**config.mk**
```make
export PLATFORM = sky130hd
export DESIGN_NAME = multicycle_ctrl
export DESIGN_NICKNAME = d
export VERILOG_FILES = /design/src/rtl/multicycle_pkg.sv /design/src/rtl/multicycle_ctrl_perf.sv /design/src/rtl/multicycle_ctrl.sv
export SDC_FILE = /design/constraint.sdc
export NUM_CORES = 1
export LEC_CHECK = 0
export ABC_CLOCK_PERIOD_IN_PS = 1500
export BUFFER_PORTS_ARGS = -buffer_cell sky130_fd_sc_hd__clkbuf_2
export CELL_PAD_IN_SITES_DETAIL_PLACEMENT = 1
export CELL_PAD_IN_SITES_GLOBAL_PLACEMENT = 1
export CORE_MARGIN = 4
export CORE_UTILIZATION = 27
export CTS_BUF_LIST = sky130_fd_sc_hd__clkbuf_4
export CTS_CLUSTER_DIAMETER = 150
export CTS_CLUSTER_SIZE = 12
export DETAILED_ROUTE_END_ITERATION = 8
export PLACE_DENSITY = 0.85
export SYNTH_ARGS = -nofsm -noshare
export SYNTH_HDL_FRONTEND = slang
export SYNTH_SLANG_ARGS = --single-unit
```
**constraint.sdc**
```tcl
create_clock -name clk -period 1.5 [get_ports clk]
set_clock_uncertainty 0.15 [all_clocks]
set_input_delay 0.15 -clock clk [delete_from_list [all_inputs] [get_ports clk]]
set_output_delay 0.15 -clock clk [all_outputs]
set_load 0.02 [all_outputs]
```
**src/rtl/multicycle_pkg.sv**
```systemverilog
// Shared encodings for the multi-cycle core control path: states, opcodes,
// write-back selects, PC sources and ALU operations.
package multicycle_pkg;

    localparam int OPW  = 4;
    localparam int AOPW = 3;

    typedef enum logic [2:0] {
        S_FETCH,
        S_DECODE,
        S_EXEC,
        S_MEM,
        S_WB,
        S_HALT
    } state_t;

    localparam logic [OPW-1:0] OP_ALU  = 4'd0;
    localparam logic [OPW-1:0] OP_ADDI = 4'd1;
    localparam logic [OPW-1:0] OP_ANDI = 4'd2;
    localparam logic [OPW-1:0] OP_LW   = 4'd3;
    localparam logic [OPW-1:0] OP_SW   = 4'd4;
    localparam logic [OPW-1:0] OP_BEQ  = 4'd5;
    localparam logic [OPW-1:0] OP_JMP  = 4'd6;
    localparam logic [OPW-1:0] OP_JAL  = 4'd7;
    localparam logic [OPW-1:0] OP_LUI  = 4'd8;
    localparam logic [OPW-1:0] OP_ORI  = 4'd9;
    localparam logic [OPW-1:0] OP_HALT = 4'd15;

    localparam logic [2:0] WB_SEL_ALU  = 3'b000;
    localparam logic [2:0] WB_SEL_MEM  = 3'b001;
    localparam logic [2:0] WB_SEL_PC1  = 3'b010;
    localparam logic [2:0] WB_SEL_LUI  = 3'b011;
    localparam logic [2:0] WB_SEL_ZEXT = 3'b100;

    localparam logic [1:0] PC_SRC_INC = 2'b00;
    localparam logic [1:0] PC_SRC_BR  = 2'b01;
    localparam logic [1:0] PC_SRC_JMP = 2'b10;

    localparam logic [AOPW-1:0] ALU_OP_ADD   = 3'b000;
    localparam logic [AOPW-1:0] ALU_OP_SUB   = 3'b001;
    localparam logic [AOPW-1:0] ALU_OP_AND   = 3'b010;
    localparam logic [AOPW-1:0] ALU_OP_OR    = 3'b011;
    localparam logic [AOPW-1:0] ALU_OP_FUNCT = 3'b111;

endpackage

```
**src/rtl/multicycle_ctrl_perf.sv**
```systemverilog
// Free-running performance counters for the control FSM; both wrap at 16 bits.
// Only instantiated when MULTICYCLE_PERF_EN is defined.
module mc_perf_counters (
    input  logic        clk,
    input  logic        rst_n,
    input  logic        cyc_en_i,
    input  logic        ins_en_i,
    output logic [15:0] perf_cycles_o,
    output logic [15:0] perf_instr_o
);

    logic [15:0] cyc_q, cyc_d;
    logic [15:0] ins_q, ins_d;

    always_comb begin
        cyc_d = cyc_en_i ? cyc_q + 16'd1 : cyc_q;
        ins_d = ins_en_i ? ins_q + 16'd1 : ins_q;
    end

    always_ff @(posedge clk or negedge rst_n) begin
        if (!rst_n) begin
            cyc_q <= '0;
            ins_q <= '0;
        end else begin
            cyc_q <= cyc_d;
            ins_q <= ins_d;
        end
    end

    assign perf_cycles_o = cyc_q;
    assign perf_instr_o  = ins_q;

endmodule

```
**src/rtl/multicycle_ctrl.sv**
```systemverilog
// Main control FSM of the 16-bit multi-cycle core (FETCH/DECODE/EXEC/MEM/WB/HALT).
// Optional cycle/instruction counters are enabled by defining MULTICYCLE_PERF_EN.
module multicycle_ctrl
    import multicycle_pkg::*;
#(
    parameter int OPW  = 4,
    parameter int AOPW = 3
) (
    input  logic            clk,
    input  logic            rst_n,
    input  logic [OPW-1:0]  opcode,
    input  logic            zero,
    input  logic            mem_ready,
    output logic            pc_write,
    output logic [1:0]      pc_src,
    output logic            ir_write,
    output logic            mem_read,
    output logic            mem_write,
    output logic            i_or_d,
    output logic            alu_src_b,
    output logic [AOPW-1:0] alu_op,
    output logic            reg_write,
    output logic            wb_s0,
    output logic            wb_s1,
    output logic            wb_s2,
    output logic            halted,
    output logic            illegal,
    output logic [15:0]     perf_cycles,
    output logic [15:0]     perf_instr
);

    state_t         state_q, state_d;
    logic [OPW-1:0] op_q;

    logic            pc_write_c, ir_write_c, mem_read_c, mem_write_c;
    logic            i_or_d_c, alu_src_b_c, reg_write_c, halted_c, illegal_c;
    logic [1:0]      pc_src_c;
    logic [AOPW-1:0] alu_op_c;
    logic [2:0]      wb_sel_c;

    // op_q is captured in every DECODE cycle so WB also sees it for LUI.
    always_ff @(posedge clk or negedge rst_n) begin
        if (!rst_n) begin
            state_q <= S_FETCH;
            op_q    <= '0;
        end else begin
            state_q <= state_d;
            if (state_q == S_DECODE) begin
                op_q <= opcode;
            end
        end
    end

    always_comb begin
        state_d     = state_q;
        pc_write_c  = 1'b0;
        pc_src_c    = PC_SRC_INC;
        ir_write_c  = 1'b0;
        mem_read_c  = 1'b0;
        mem_write_c = 1'b0;
        i_or_d_c    = 1'b0;
        alu_src_b_c = 1'b0;
        alu_op_c    = ALU_OP_ADD;
        reg_write_c = 1'b0;
        wb_sel_c    = WB_SEL_ALU;
        halted_c    = 1'b0;
        illegal_c   = 1'b0;
        unique case (state_q)
            S_FETCH: begin
                mem_read_c = 1'b1;
                if (mem_ready) begin
                    ir_write_c = 1'b1;
                    pc_write_c = 1'b1;
                    state_d    = S_DECODE;
                end
            end
            S_DECODE: begin
                case (opcode)
                    OP_ALU, OP_ADDI, OP_ANDI, OP_LW, OP_SW,
                    OP_BEQ, OP_JMP, OP_JAL, OP_ORI: state_d = S_EXEC;
                    OP_LUI:  state_d = S_WB;
                    OP_HALT: state_d = S_HALT;
                    default: begin
                        illegal_c = 1'b1;
                        state_d   = S_FETCH;
                    end
                endcase
            end
            S_EXEC: begin
                state_d = S_WB;
                case (op_q)
                    OP_ALU: alu_op_c = ALU_OP_FUNCT;
                    OP_ADDI: alu_src_b_c = 1'b1;
                    OP_LW, OP_SW: begin
                        alu_src_b_c = 1'b1;
                        state_d     = S_MEM;
                    end
                    OP_ANDI: begin
                        alu_op_c    = ALU_OP_AND;
                        alu_src_b_c = 1'b1;
                    end
                    OP_ORI: begin
                        alu_op_c    = ALU_OP_OR;
                        alu_src_b_c = 1'b1;
                    end
                    OP_BEQ: begin
                        alu_op_c   = ALU_OP_SUB;
                        pc_write_c = zero;
                        pc_src_c   = PC_SRC_BR;
                        state_d    = S_FETCH;
                    end
                    OP_JMP: begin
                        pc_write_c = 1'b1;
                        pc_src_c   = PC_SRC_JMP;
                        state_d    = S_FETCH;
                    end
                    OP_JAL: state_d = S_WB;
                    default: state_d = S_FETCH;
                endcase
            end
            S_MEM: begin
                i_or_d_c    = 1'b1;
                mem_read_c  = (op_q == OP_LW);
                mem_write_c = (op_q == OP_SW);
                if (mem_ready) begin
                    state_d = (op_q == OP_LW) ? S_WB : S_FETCH;
                end
            end
            S_WB: begin
                reg_write_c = 1'b1;
                state_d     = S_FETCH;
                case (op_q)
                    OP_LW:  wb_sel_c = WB_SEL_MEM;
                    OP_LUI: wb_sel_c = WB_SEL_LUI;
                    OP_ORI: wb_sel_c = WB_SEL_ZEXT;
                    OP_JAL: begin
                        wb_sel_c   = WB_SEL_PC1;
                        pc_write_c = 1'b1;
                        pc_src_c   = PC_SRC_JMP;
                    end
                    default: wb_sel_c = WB_SEL_ALU;
                endcase
            end
            S_HALT: halted_c = 1'b1;
            default: state_d = S_FETCH;
        endcase
    end

    // Reset silences every strobe immediately, even the FETCH read request.
    always_comb begin
        pc_write  = rst_n & pc_write_c;
        pc_src    = rst_n ? pc_src_c : PC_SRC_INC;
        ir_write  = rst_n & ir_write_c;
        mem_read  = rst_n & mem_read_c;
        mem_write = rst_n & mem_write_c;
        i_or_d    = rst_n & i_or_d_c;
        alu_src_b = rst_n & alu_src_b_c;
        alu_op    = rst_n ? alu_op_c : ALU_OP_ADD;
        reg_write = rst_n & reg_write_c;
        wb_s0     = rst_n & wb_sel_c[0];
        wb_s1     = rst_n & wb_sel_c[1];
        wb_s2     = rst_n & wb_sel_c[2];
        halted    = rst_n & halted_c;
        illegal   = rst_n & illegal_c;
    end

`ifdef MULTICYCLE_PERF_EN
    mc_perf_counters u_perf (
        .clk          (clk),
        .rst_n        (rst_n),
        .cyc_en_i     (state_q != S_HALT),
        .ins_en_i     ((state_d == S_FETCH) && (state_q != S_FETCH)),
        .perf_cycles_o(perf_cycles),
        .perf_instr_o (perf_instr)
    );
`else
    assign perf_cycles = 16'h0;
    assign perf_instr  = 16'h0;
`endif

endmodule

```
==> flow_metrics.py <==
metrics = {
    "synth": {
        "synth_top_area_share_pct": 25.2,
        "syn-cell-area_um2": 953,
        "synth_ff_type": "dfrtp_1",
        "yosysUniqueCellTypes": 39,
        "synth_cells": 127,
        "synth.most_common_cell": "buf_4",
        "synth-seq-cells": 7,
        "yosysWarnings": 0,
        "avgSynthCellArea_um2": 7.51,
        "ys_async_sr_fraction_pct": 100,
        "synth_sequential_area_ratio_pct": 18.4,
        "ys_top_cells_by_area": "buf_4 (25%), dfrtp_1 (18%), mux2_2 (3.5%), nand2b_1 (3.3%), nor2b_1 (3.3%)",
        "synth_common_cells": "buf_4 (32), nand2_1 (8), dfrtp_1 (7), nor2_1 (7)",
        "synth_top_area_cell": "buf_4",
        "synth_edf_count": 0,
    },
    "die": {
        "die_h_um": 67.4,
        "die_x_um": 67.4,
        "die-area_um2": 4550,
        "coreArea_um2": 3360,
        "num_rows": 21,
        "start_util_pct": 28.3,
        "floorplan.io_pins": 57,
    },
    "worst_hold_path": {
        "hold_path_class": "in2reg",
        "min_path_cells": 3,
    },
    "flow_run": {
        "max_cap_viol_count": 0,
    },
    "drt": {
        "drcViolationCount": 0,
        "viasPerCell": 4.58,
        "vias": 1109,
        "drt-total-wl_um": 4180,
        "wire_per_inst_um": 17.3,
        "antenna_left": 0,
        "drtPass1Iterations": 4,
        "drt_iter0_markers": 30,
    },
    "worst_setup_path": {
        "crit_fanout": 5,
        "endpoint_kind": "output port",
        "worstRegToRegCells": 6,
        "path_delay_family": "compound AO/OA/AOI/OAI gates",
        "cp_num_buf_inv": 2,
        "cp.depth": 5,
        "slowest_delay_ns": 0.38,
        "crit_chain": "buf_2, and2b_1, nand2_2, a2111oi_2, buf_4",
        "start_kind": "flop",
        "critical_path_class": "reg2out",
        "cp.required_ns": 1.20,
        "cp_data_arrival_time_ns": 1.69,
        "slowest_stage": "a2111oi_2",
    },
    "placement": {
        "dp_slack_ns": -0.142,
        "io_buffers": 24,
        "dp_hpwl_um": 2390,
        "dpl_cell_area_um2": 1230,
        "place_congestion": 0.854,
    },
    "sta": {
        "rsz0062_at_grt": "yes",
        "maxSlewViolCount": 0,
        "setup_violations": 22,
        "finalWorstSetupSlack_ns": -0.490,
        "min_period_ns": 1.99,
        "timing.final.crit_share_pct": 133,
        "fmax_mhz": 502,
        "hold_viol": 0,
    },
    "final_layout": {
        "num-nets-final": 205,
        "stdcell_area_um2": 1760,
        "area_growth_pct": 84.3,
        "fillers": 410,
        "antenna_cells": 0,
        "drive_gt1_share_pct": 63.3,
    },
    "clocking": {
        "cts_tree": "done",
        "clkSinkCount": 7,
        "cts_buffer_depth": 2,
        "clock_latency_ns": 0.25,
        "clkTransAtPathRegs_ns": 0.06,
        "numCtsBuffers": 3,
        "root_buffer": "clkbuf_4",
        "htree_levels": 1,
    },
    "global_routing": {
        "grt_pass1_vias": 1099,
        "grt.busiest_layer": "met2",
        "met2_usage_pct": 30.3,
        "met3_usage_pct": 2.00,
        "grt_antenna_before_repair": 0,
        "grtUsageTotal_pct": 16.4,
        "grt_max_degree": 10,
        "grt_pass1_wl_um": 5520,
        "gr-total-overflow": 0,
        "met1_usage_pct": 19.7,
    },
    "power_and_ir_drop": {
        "p_leak_nw": 0.821,
        "ir_drop_v": 0.000658,
        "power_density_nw_per_um2": 1890,
    },
    "status": {
        "outcome": "complete, but fails checks",
        "violations": "negative setup slack",
    },
}
cells by family after synthesis:
group	after synthesis	synth area share [%]
simple gates	49	29.5
buf+inv	42	29.9
compound gates	24	17.2
flops	7	18.4
mux	4	4.59
other cells	1	0.393
cells in the final DEF (no fill, tap or decap), types with 3 or more instances in the layout:
master | Yosys | final
clkbuf_2 | 0 | 8
buf_4 | 32 | 37
buf_6 | 0 | 18
nand2_1 | 8 | 6
buf_8 | 0 | 4
nor2_4 | 0 | 3
nand2b_4 | 0 | 3
nor3_2 | 0 | 3
dfrtp_2 | 0 | 6
clkbuf_4 | 0 | 5
conb_1 | 1 | 32
a21oi_1 | 6 | 5
mux2_4 | 0 | 3
repair_timing:
action | CTS | global route
hold buffers | 1 | 0
setup buffers | 9 | 13
setup endpoints to repair | 22 | 23
hold endpoints to repair | 7 | 0
resized for setup | 68 | 41
pin swaps | 10 | 12
flip-flops by register name, summed over array words and instances, names as in the netlist:
signal,flops
state_q,3
op_q,4
per-layer routing:
| metal | routed length [um] | vias to the layer above |
|---|---|---|
| li1 | - | 519 |
| met5 | 0 | - |
| met1 | 1560 | 549 |
| met3 | 201 | 4 |
| met4 | 26 | 0 |
| met2 | 2390 | 37 |
worst paths after layout:
check / start / end / slack, ns
min in group asynchronous: rst_n / op_q[0]$_DFFE_PN0P_ / 0.51
worst max register to register: state_q[0]$_DFFE_PN0P_ / state_q[1]$_DFFE_PN0P_ / -0.17
max in group asynchronous: rst_n / state_q[0]$_DFFE_PN0P_ / 0.40
worst min register to register: op_q[2]$_DFFE_PN0P_ / op_q[2]$_DFFE_PN0P_ / 0.58
worst min-delay path: opcode[0] / op_q[0]$_DFFE_PN0P_ / 0.01
worst max-delay path: state_q[1]$_DFFE_PN0P_ / alu_op[1] / -0.49
worst reg2reg max path, cell delays in order (launching register included):
cell and delay (ns):
dfrtp_2 0.44, buf_6 0.13, buf_6 0.12, inv_4 0.06, nand2_2 0.07, or4_4 0.50
o311ai_2 0.09
area by class of cell:
class | instances | area [um^2] | share of cell area, %
inverter | 4 | 17.5 | 0.997
tap | 46 | 57.6 | 3.28
sequential | 7 | 183 | 10.4
clock buffer | 4 | 30.0 | 1.71
timing repair buffer | 72 | 631 | 35.9
multi-input combinational | 109 | 838 | 47.7
where the power goes:
group | total (mW) | switching (mW) | internal, mW
registers | 0.448 | 0.152 | 0.297
logic | 2.68 | 1.28 | 1.40
clock network | 0.197 | 0.0770 | 0.120
metrics by stage:
stage               hold WS, ns  setup TNS, ns  utilization (%)  power [mW]  cells
finish                   0.0133          -5.78             52.2        3.32    242
global route             0.0488          -7.37             52.2        3.53    242
CTS                      0.0120          -4.60             47.6        2.87    232
detailed placement       0.0796          -1.37             36.7        2.02    218
global placement         0.0688         -0.929             36.7        1.96    218
floorplan                -0.296         -0.833                -        1.38    158
Power figures use the tool's default switching activity.
